==> config.mk <==
export PLATFORM = sky130hd
export DESIGN_NAME = axi_write_arbiter
export DESIGN_NICKNAME = d
export VERILOG_FILES = /design/src/rtl/axi_wr_arb_pkg.sv /design/src/rtl/rr_arb2.sv /design/src/rtl/axi_write_arbiter.sv
export SDC_FILE = /design/constraint.sdc
export NUM_CORES = 1
export LEC_CHECK = 0
export ABC_AREA = 0
export BUFFER_PORTS_ARGS = -buffer_cell sky130_fd_sc_hd__buf_4
export CAP_MARGIN = 0
export CORE_AREA = 5 5 107 109
export CTS_CLUSTER_SIZE = 25
export DETAILED_ROUTE_END_ITERATION = 8
export DIE_AREA = 0 0 112 114
export HOLD_SLACK_MARGIN = 0.06
export PLACE_DENSITY_LB_ADDON = 0.12
export SLEW_MARGIN = 10
export SYNTH_ARGS = -nofsm -noshare
export SYNTH_HDL_FRONTEND = slang
export SYNTH_SLANG_ARGS = --single-unit
==> constraint.sdc <==
create_clock -name ACLK -period 1.6 [get_ports ACLK]
set_clock_uncertainty 0.1 [all_clocks]
set_input_delay 0.32 -clock ACLK [delete_from_list [all_inputs] [get_ports ACLK]]
set_output_delay 0.32 -clock ACLK [all_outputs]
set_load 0.005 [all_outputs]
==> src/rtl/axi_wr_arb_pkg.sv <==
// Shared state encoding, payload widths and field offsets for the two-master AXI write arbiter.
package axi_wr_arb_pkg;

   typedef enum logic [1:0] {IDLE, ADDR, DATA, RESP} state_t;

   localparam int AWINFO_W  = 45;
   localparam int BINFO_W   = 6;
   localparam int AWLEN_LSB = 5;
   localparam int AWLEN_W   = 4;
   localparam int WLAST_BIT = 0;

   localparam logic M0 = 1'b0;
   localparam logic M1 = 1'b1;

   // AWINFO = {AWID[3:0], AWADDR[31:0], AWLEN[3:0], AWSIZE[2:0], AWBURST[1:0]}
   function automatic logic [AWLEN_W-1:0] aw_len(input logic [AWINFO_W-1:0] info);
      return info[AWLEN_LSB +: AWLEN_W];
   endfunction

endpackage

==> src/rtl/rr_arb2.sv <==
// Two-request picker: a sole requester wins, a tie goes to the pointer, which moves to the loser on upd.
// With ARB_FIXED_PRIO_EN defined the pointer is removed and M0 always wins a tie (purely combinational).
module rr_arb2
   import axi_wr_arb_pkg::*;
(
`ifndef ARB_FIXED_PRIO_EN
   input  logic       clk,
   input  logic       rst_n,
   input  logic       upd,
   input  logic       upd_gnt,
`endif
   input  logic [1:0] req,
   output logic       pick
);

`ifdef ARB_FIXED_PRIO_EN
   assign pick = (req == 2'b10) ? M1 : M0;
`else
   logic ptr;

   always_ff @(posedge clk) begin
      if (!rst_n) begin
         ptr <= M0;
      end else if (upd) begin
         ptr <= (upd_gnt == M0) ? M1 : M0;
      end
   end

   always_comb begin
      pick = ptr;
      case (req)
         2'b01:   pick = M0;
         2'b10:   pick = M1;
         default: pick = ptr;
      endcase
   end
`endif

endmodule

==> src/rtl/axi_write_arbiter.sv <==
// Shares one AXI3 write slave between two masters: AW arbitration with one IDLE cycle of latency, grant held through W and B.
// Ready/valid pass straight through for the granted master only; ARB_FIXED_PRIO_EN selects fixed M0-priority tie-breaking.
module axi_write_arbiter
   import axi_wr_arb_pkg::*;
#(
   parameter int buswidth = 32,
   parameter int WINFO_W  = buswidth + 5
) (
   input  logic                   ACLK,
   input  logic                   ARESETn,
   input  logic [2*AWINFO_W-1:0]  M_AWINFO,
   input  logic [1:0]             M_AWVALID,
   output logic [1:0]             M_AWREADY,
   input  logic [2*WINFO_W-1:0]   M_WINFO,
   input  logic [1:0]             M_WVALID,
   output logic [1:0]             M_WREADY,
   output logic [2*BINFO_W-1:0]   M_BINFO,
   output logic [1:0]             M_BVALID,
   input  logic [1:0]             M_BREADY,
   output logic [AWINFO_W-1:0]    S_AWINFO,
   output logic                   S_AWVALID,
   input  logic                   S_AWREADY,
   output logic [WINFO_W-1:0]     S_WINFO,
   output logic                   S_WVALID,
   input  logic                   S_WREADY,
   input  logic [BINFO_W-1:0]     S_BINFO,
   input  logic                   S_BVALID,
   output logic                   S_BREADY,
   output logic                   GNT,
   output logic                   ERR_WLAST
);

   state_t             state;
   logic [AWLEN_W-1:0] awlen_q;
   logic [AWLEN_W-1:0] beat_cnt;
   logic               pick;
   logic               aw_hs;
   logic               w_hs;
   logic               b_hs;
   logic               w_last;

   rr_arb2 u_arb (
`ifndef ARB_FIXED_PRIO_EN
      .clk     (ACLK),
      .rst_n   (ARESETn),
      .upd     (b_hs),
      .upd_gnt (GNT),
`endif
      .req     (M_AWVALID),
      .pick    (pick)
   );

   // Steering depends only on registered state/grant, so no AWVALID->AWREADY path exists.
   always_comb begin
      S_AWINFO  = GNT ? M_AWINFO[2*AWINFO_W-1:AWINFO_W] : M_AWINFO[AWINFO_W-1:0];
      S_WINFO   = GNT ? M_WINFO[2*WINFO_W-1:WINFO_W]    : M_WINFO[WINFO_W-1:0];
      M_BINFO   = {S_BINFO, S_BINFO};
      S_AWVALID = (state == ADDR) && M_AWVALID[GNT];
      S_WVALID  = (state == DATA) && M_WVALID[GNT];
      S_BREADY  = (state == RESP) && M_BREADY[GNT];
      M_AWREADY = 2'b00;
      M_WREADY  = 2'b00;
      M_BVALID  = 2'b00;
      M_AWREADY[GNT] = (state == ADDR) && S_AWREADY;
      M_WREADY[GNT]  = (state == DATA) && S_WREADY;
      M_BVALID[GNT]  = (state == RESP) && S_BVALID;
   end

   assign aw_hs  = S_AWVALID && S_AWREADY;
   assign w_hs   = S_WVALID && S_WREADY;
   assign b_hs   = S_BVALID && S_BREADY;
   assign w_last = S_WINFO[WLAST_BIT];

   always_ff @(posedge ACLK) begin
      if (!ARESETn) begin
         state     <= IDLE;
         GNT       <= M0;
         awlen_q   <= '0;
         beat_cnt  <= '0;
         ERR_WLAST <= 1'b0;
      end else begin
         ERR_WLAST <= 1'b0;
         case (state)
            IDLE: begin
               if (|M_AWVALID) begin
                  GNT   <= pick;
                  state <= ADDR;
               end
            end
            ADDR: begin
               if (aw_hs) begin
                  awlen_q  <= aw_len(S_AWINFO);
                  beat_cnt <= '0;
                  state    <= DATA;
               end
            end
            DATA: begin
               if (w_hs) begin
                  // Counter wraps 15->0 so bursts longer than 16 still flag on every aliasing beat.
                  beat_cnt  <= beat_cnt + 4'd1;
                  ERR_WLAST <= w_last ? (beat_cnt != awlen_q) : (beat_cnt == awlen_q);
                  if (w_last) begin
                     state <= RESP;
                  end
               end
            end
            RESP: begin
               if (b_hs) begin
                  state <= IDLE;
               end
            end
            default: state <= IDLE;
         endcase
      end
   end

endmodule
Word-level counts from Yosys, hierarchy flattened
Cells that the tools add are included.

Reductions and logical operators: 18. Add/subtract/negate cells: 1. Magnitude comparators: 2. Equal/unequal tests: 12. Bitwise logic cells: 3. Mux-type cells: 22.

Operators with widths (number): 2-to-1 mux 45 bit (1); 2-to-1 mux 37 bit (1); logical AND 1 bit (10); 2-to-1 mux 2 bit (5); inequality test 2 bit (second input constant) (5); 2-to-1 mux 1 bit (9); 2-to-1 mux 4 bit (2); case mux 2 bit (4 select lines) (1); case mux 4 bit (2 select lines) (1); bitwise AND 2 bit (3); == test 2 bit (second input constant) (3); AND reduction 3 bit (2); AND reduction 5 bit (1); adder 4 x 1 -> 4 bit (second input constant) (1); == test 2 x 1 -> 1 bit (second input constant) (2); == test 4 bit (1); inequality test 4 bit (1); AND reduction 2 bit (2); logical NOT 2 bit (1); less-than comparator 1 x 2 -> 1 bit (second input constant) (1); case mux 1 bit (2 select lines) (1); nonzero test 2 bit (1); OR reduction 2 bit (1); demux 1 bit (select 1 bit) (1); >= comparator 1 bit (second input constant) (1).

Register bits: 13. Word-level logic and storage cells: 64. Input bits: 181.

Logic depth before layout (Yosys ltp)
Gate-level depths: netlist (run 1).

Word-level depth: 6. Mapped depth: 7. Depth with buffers taken out: 6.

By module
From an unflattened synthesis (run 1), not the netlist that was laid out.

Cell total of the unflattened synthesis: 204. Area total of the unflattened synthesis: 1885.6 sq um.

Modules (own cells, without submodules): axi_write_arbiter (area an instance 1820.5 sq um, cells an instance 198, instances 1); rr_arb2 (area an instance 65.1 sq um, cells an instance 6, instances 1).

Worst setup path after synthesis (run 1)
OpenSTA, ideal clock, no wires.

Kind: register -> output. Start point: reg GNT. End point: out S_AWINFO[37]. Arrival time: 1.239 ns. Data required time: 1.180 ns. Path slack: -0.059 ns. Path buffers: 3. Stages on the path, launching flop included: 5. Cells stage by stage: dfxtp_1 -> buf_6 -> buf_2 -> buf_2 -> mux2_2.

Cells in the longest elaborated chain, start to end: 1.

Ends and longest elaborated chain: from (decl) (RTL line axi_write_arbiter.sv:29) `output logic GNT,`; from (signal assigned) (RTL line axi_write_arbiter.sv:86) `GNT <= pick;`; 2-to-1 mux 45 bit (RTL line axi_write_arbiter.sv:55) `S_AWINFO = GNT ? M_AWINFO[2*AWINFO_W-1:AWINFO_W] : M_AWINFO[AWINFO_W-1:0];`; to (decl) (RTL line axi_write_arbiter.sv:20) `output logic [AWINFO_W-1:0] S_AWINFO,`.

No other way between the ends.

Final worst setup path (run 1)
Start point: reg GNT. End point: out S_WINFO[5].

Cells in the longest elaborated chain, start to end: 1.

Ends and longest elaborated chain: 2-to-1 mux 37 bit (RTL line axi_write_arbiter.sv:56) `S_WINFO = GNT ? M_WINFO[2*WINFO_W-1:WINFO_W] : M_WINFO[WINFO_W-1:0];`; to (decl) (RTL line axi_write_arbiter.sv:23) `output logic [WINFO_W-1:0] S_WINFO,`.

No other way between the ends.

==> impl_metrics.py, run 1 <==
metrics = {
    "outcome": {
        "status": "finished, violations left",
        "violations": "negative setup slack",
    },
    "route": {
        "via_per_inst": 4.37,
        "vias": 2798,
        "wl_per_cell_um": 20.6,
        "first_pass_iters": 6,
        "first_iter_violations": 89,
        "wirelength_um": 13200,
        "postRouteAntennaNets": 0,
        "drc_errors": 0,
    },
    "final_layout": {
        "drive_gt1_share_pct": 84.6,
        "syn2layout_area_growth_pct": 152,
        "multi_input_area_mm2": 0.00187,
        "n_fill_cell": 1038,
        "layout.area.seq_um2": 272,
        "fin_nets": 691,
        "n_antenna_cell": 0,
    },
    "power": {
        "p_leak_uw": 0.00251,
        "combPwrFrac_pct": 83.9,
        "seqPwrFrac_pct": 9.6,
        "p_switching_uw": 1690,
        "intPower_uw": 3040,
        "swShare_pct": 35.7,
        "power.share.clock_pct": 6.5,
        "peakVddDrop_uv": 618,
        "pwr_density_cell_mw_per_mm2": 939,
    },
    "timing": {
        "rsz0062_at_grt": "true",
        "fin_setup_tns_ps": -16920,
        "fin_hold_ws_ps": 282,
        "fin_crit_sh_pct": 115,
        "setup_ws_ps": -237,
        "finalCriticalPeriod_ps": 1840,
        "hold_violations": 0,
        "fmax_mhz": 544,
        "tightest_slew_ps": 333,
        "slew_violations": 0,
        "relSlewSlack_pct": 77.8,
        "finalSetupViolCount": 98,
    },
    "setup_path": {
        "reg2reg_slack_ps": -80,
        "r2r_start": "GNT",
        "r2r_cells": 7,
        "critPathKind": "flop to primary output",
        "cp.required_ps": 1180,
        "r2r_end": "state[0]",
        "startpoint": "GNT",
        "path_max_fanout": 9,
        "worstSetupStartpointType": "flop",
        "critPathCaptureType": "primary output",
        "critPathArrivalTime_ps": 1420,
        "crit_end": "S_WINFO[5]",
    },
    "die": {
        "start_util_pct": 19.0,
        "io_pins": 286,
        "die_h_um": 114,
        "rows": 38,
        "core-area_mm2": 0.0105,
        "dieArea_mm2": 0.0128,
        "die_w_um": 112,
    },
    "clocking": {
        "insertion_delay_ps": 250,
        "cts_tree": "built",
        "clock_path_buffers": 2,
        "clkSlewWorstSetupHoldPaths_ps": 60,
        "holdBufCountCts": 0,
        "clkSinkCount": 13,
        "cts_root_buffer": "clkbuf_8",
        "cts_buffers": 3,
        "htree_levels": 1,
    },
    "synthesis": {
        "synth-edff-count": 0,
        "synth_most_common_cell": "mux2_2",
        "seq_area_frac_synth_pct": 13.0,
        "synth_top_area_share_pct": 46.7,
        "syn_inst": 218,
        "synthArstFlopShare_pct": 0,
        "syn_area_mm2": 0.00200,
        "yosysTopAreaCell": "mux2_2",
        "yosys_warnings": 0,
        "avgSynthCellArea_um2": 9.17,
        "synth_common_cells": "mux2_2 (83), nand2_1 (14), dfxtp_1 (13)",
        "synth_fp_nets": 407,
        "ys_ff_latch": 13,
        "ys.flop_type": "dfxtp_1",
        "synth_area_leaders": "mux2_2 (47%), dfxtp_1 (13%), ha_1 (5.0%)",
        "yosysUniqueCellTypes": 34,
    },
    "global_route": {
        "grt_antenna_before_repair": 1,
        "grt_pass1_wl_um": 17100,
        "grt_overflow_total": 0,
        "grt_max_degree": 37,
        "grt_pass1_vias": 2797,
        "grt_usage_pct": 17.1,
    },
    "place": {
        "gp_congestion": 0.925,
        "portBuffers": 267,
        "dp_slack_ps": -15.8,
        "dp_hpwl_um": 10400,
    },
    "flow_run": {
        "max-cap-violations": 0,
    },
    "hold_path": {
        "hp-class": "input port to flop",
    },
}
## layout by cell type, fill, tap and decap left out, types with 5 or more instances in the layout
master and count:
buf_4 240, buf_6 54, clkbuf_16 6, dfxtp_1 10, ha_1 5, inv_1 6, mux2_2 37, mux2_4 46
nand2_1 9, nor2_1 5, o21ai_0 7
## repair_timing
item,4_1_cts,5_1_grt
cloned,0,8
buffers inserted,6,9
gates resized for setup,48,93
pin swaps,0,13
endpoints found under the setup margin,95,99
## critical path, cell delays in order, from the launching register on
cell	delay, ps
dfxtp_4	370
buf_6	150
buf_6	170
mux2_2	350
buf_4	140
## sequential cells by signal, indices dropped and copies added, names as in the netlist
name	flops
awlen_q	4
beat_cnt	4
ERR_WLAST	1
GNT	1
state	2
u_arb.ptr	1
## layer usage
layer  up-vias  part of all wire, %  global-route usage, %
met5         -                0.098                      0
met4         2                 0.90                   1.44
met3        14                  7.0                   5.09
met2       115                   53                   32.0
met1      1324                   39                   20.1
li1       1343                    -                      -
## final cells by class
cell class,instances,area share (%)
clock buffer,3,0.820
clock inverter,1,0.0994
sequential,13,5.39
tap,140,3.48
timing repair buffer,304,52.4
inverter,8,0.646
multi-input combinational,172,37.1
## per-stage QoR
step | instances | instance area, µm² | power (µW) | utilization [%]
after floorplan | 218 | 2010 | 1810 | -
after global placement | 614 | 4160 | 3210 | 39.6
after detailed placement | 614 | 4160 | 3230 | 39.6
after CTS | 624 | 4430 | 3880 | 42.2
after global routing | 641 | 5030 | 4960 | 47.9
final | 641 | 5030 | 4730 | 47.9
## worst min path at each step
| stage | start | endpoint | cells past startpoint |
|---|---|---|---|
| floorplan | awlen_q[0] | awlen_q[0] | 2 |
| global placement | awlen_q[1] | awlen_q[1] | 2 |
| detailed placement | awlen_q[3] | awlen_q[3] | 2 |
| CTS | ARESETn | state[1] | 3 |
| global route | ARESETn | state[1] | 3 |
| finish | ARESETn | state[1] | 3 |
## logic make-up (layout without fill, tap and decap cells)
family          count (synthesis)  after routing  synth area share (%)
compound gates                 27             27                  8.26
flops                          13             13                  13.0
simple gates                   43             43                  11.3
fa+ha+maj                       8              8                  5.01
buf+inv                        33            316                  9.82
mux                            89             89                  50.4
xor+xnor                        5              5                  2.19
## power groups by stage
| stage | Clock, µW | Sequential, µW | Combinational (µW) |
|---|---|---|---|
| CTS | 314 | 452 | 3110 |
| global placement | 0 | 434 | 2780 |
| global route | 324 | 461 | 4170 |
| detailed placement | 0 | 438 | 2790 |
| floorplan | 0 | 409 | 1410 |
| finish | 307 | 453 | 3970 |
Power figures use the tool's default switching activity.
==> inputs of run 2 (changes only) <==
Settings changed: CTS_CLUSTER_SIZE 25 to 40, SETUP_SLACK_MARGIN from default to 0.05.
==> run 2 against run 1 <==
Compared with the run above:
- cell count down 0.31%
- largest cell class unchanged
- the flow still finishes with violations (negative setup slack)
- maximum frequency down 0.15%
- count of clock-buffer cells in the layout unchanged
- combinational power about the same
- routed wire length up 6.4%
- clock power down 2%
- worst hold slack better by 8.8 ps
==> impl_metrics.py, run 2 (synthesis gave the netlist of run 1 again) <==
metrics = {
    "final_layout": {
        "layout_commonest_cell": "buf_4",
        "drive_gt1_share_pct": 83.6,
        "n_fill_cell": 1019,
        "most-common-layout-cells": "buf_4 (229), buf_6 (64), mux2_4 (60)",
        "layout.area.seq_um2": 272,
        "n_antenna_cell": 0,
        "fin_nets": 689,
        "largest_registers": "awlen_q (4), beat_cnt (4), state (2)",
        "final_cells": 639,
        "syn2layout_area_growth_pct": 152,
        "multi_input_area_mm2": 0.00188,
    },
    "timing": {
        "finalCriticalPeriod_ps": 1840,
        "tightest_slew_ps": 320,
        "relSlewSlack_pct": 78.6,
        "slew_violations": 0,
        "fin_crit_sh_pct": 115,
        "fmax_mhz": 544,
        "rsz0062_at_grt": "true",
        "finalSetupViolCount": 101,
        "setup_ws_ps": -240,
        "hold_violations": 0,
        "fin_setup_tns_ps": -17140,
    },
    "setup_path": {
        "crit_slowest_cell": "dfxtp_4",
        "critPathCaptureType": "primary output",
        "path_buf_inv": 3,
        "path_delay_family": "buffers and inverters",
        "worstSetupStartpointType": "flop",
        "critPathKind": "flop to primary output",
        "reg2reg_slack_ps": -130,
        "r2r_start": "GNT",
        "r2r_cells": 7,
        "cp.required_ps": 1180,
        "critPathArrivalTime_ps": 1420,
        "slowest_delay_ps": 400,
        "r2r_end": "beat_cnt[2]",
        "worstPathCellList": "buf_8, clkbuf_16, mux2_4, buf_6",
        "path_max_fanout": 8,
    },
    "place": {
        "dp_slack_ps": -8.97,
        "dp_hpwl_um": 11100,
        "gp_congestion": 0.872,
        "dpl.cell_count": 616,
        "portBuffers": 267,
    },
    "outcome": {
        "violations": "negative setup slack",
        "status": "finished, violations left",
    },
    "route": {
        "first_iter_violations": 136,
        "first_pass_iters": 4,
        "postRouteAntennaNets": 0,
        "via_per_inst": 4.35,
        "wirelength_um": 14100,
        "wl_per_cell_um": 22.0,
        "vias": 2778,
        "drc_errors": 0,
    },
    "clocking": {
        "clock_path_buffers": 2,
        "cts_buffers": 3,
        "cts_root_buffer": "clkbuf_8",
        "holdBufCountCts": 0,
        "cts_tree": "built",
        "htree_levels": 1,
        "clkSlewWorstSetupHoldPaths_ps": 60,
        "insertion_delay_ps": 250,
        "clkSinkCount": 13,
    },
    "global_route": {
        "grt_overflow_total": 0,
        "grt_pass1_wl_um": 17600,
        "grt_usage_pct": 18.2,
        "grt_pass1_vias": 2668,
        "grt_antenna_before_repair": 3,
        "grt_max_degree": 33,
    },
    "die": {
        "start_util_pct": 19.0,
        "rows": 38,
        "die_w_um": 112,
        "io_pins": 286,
        "core-area_mm2": 0.0105,
        "die_h_um": 114,
        "dieArea_mm2": 0.0128,
    },
    "hold_path": {
        "hold_start": "ARESETn",
        "hold_depth": 3,
        "holdPathEnd": "state[1]",
        "hp-class": "input port to flop",
    },
    "flow_run": {
        "max-cap-violations": 0,
    },
    "power": {
        "peakVddDrop_uv": 538,
        "pwr_density_cell_mw_per_mm2": 933,
        "p_leak_uw": 0.00254,
    },
}
-- run 2: cell count changes in the layout (fill, tap and decap cells not counted), sizes merged --
cell,delta
clkbuf,-3
buf,+1
-- run 2: cell type report --
type | instances | area share [%]
clock buffers | 3 | 0.821
clock inverters | 1 | 0.0995
inverters | 8 | 0.597
multi-input cells | 172 | 37.4
flip-flops and latches | 13 | 5.40
well taps | 140 | 3.48
repair buffers | 302 | 52.2
-- run 2: worst max-delay path by stage --
stage,start,to,slack [ps],depth (start not counted)
after CTS,GNT,S_AWINFO[40],-250,3
after detailed placement,GNT,S_WINFO[21],-9,3
final,GNT,S_AWINFO[13],-240,4
after floorplan,GNT,S_AWINFO[10],20,4
after global routing,GNT,S_AWINFO[13],-280,4
after global placement,GNT,S_WINFO[21],10,3
-- run 2: timing repair --
| item | in CTS | in global routing |
|---|---|---|
| cloned | 0 | 5 |
| gates resized for setup | 32 | 135 |
| pin swaps | 6 | 6 |
| setup endpoints to repair | 94 | 101 |
| setup buffers | 8 | 6 |
-- run 2: power breakdown --
| part | switching [µW] | internal [µW] | total [µW] |
|---|---|---|---|
| Combinational | 1480 | 2460 | 3940 |
| Sequential | 60.4 | 389 | 449 |
| Clock | 129 | 172 | 301 |
-- run 2: stage by stage --
stage | total power (µW) | utilization (%) | hold WS [ps] | area, µm²
floorplan | 1830 | - | 365 | 2020
global placement | 3220 | 39.6 | 388 | 4160
detailed placement | 3230 | 39.6 | 387 | 4160
CTS | 3830 | 41.8 | 287 | 4390
global route | 4930 | 47.9 | 317 | 5030
finish | 4690 | 47.9 | 291 | 5030
-- run 2: metal layers --
layer  GRT usage [%]  vias to the layer above  part of all wire, %
li1                -                     1348                    -
met1            22.7                     1281                   41
met2            30.5                      124                   49
met3            7.16                       19                  8.4
met4            2.32                        6                  1.4
met5               0                        -                 0.23
-- run 2: worst reg2reg max path: cells and delay by family, from the launching register on --
family,cells,cell delay (ps)
compound gates,2,390
simple gates,1,60
buf+inv,3,440
flops,1,400
mux,1,250
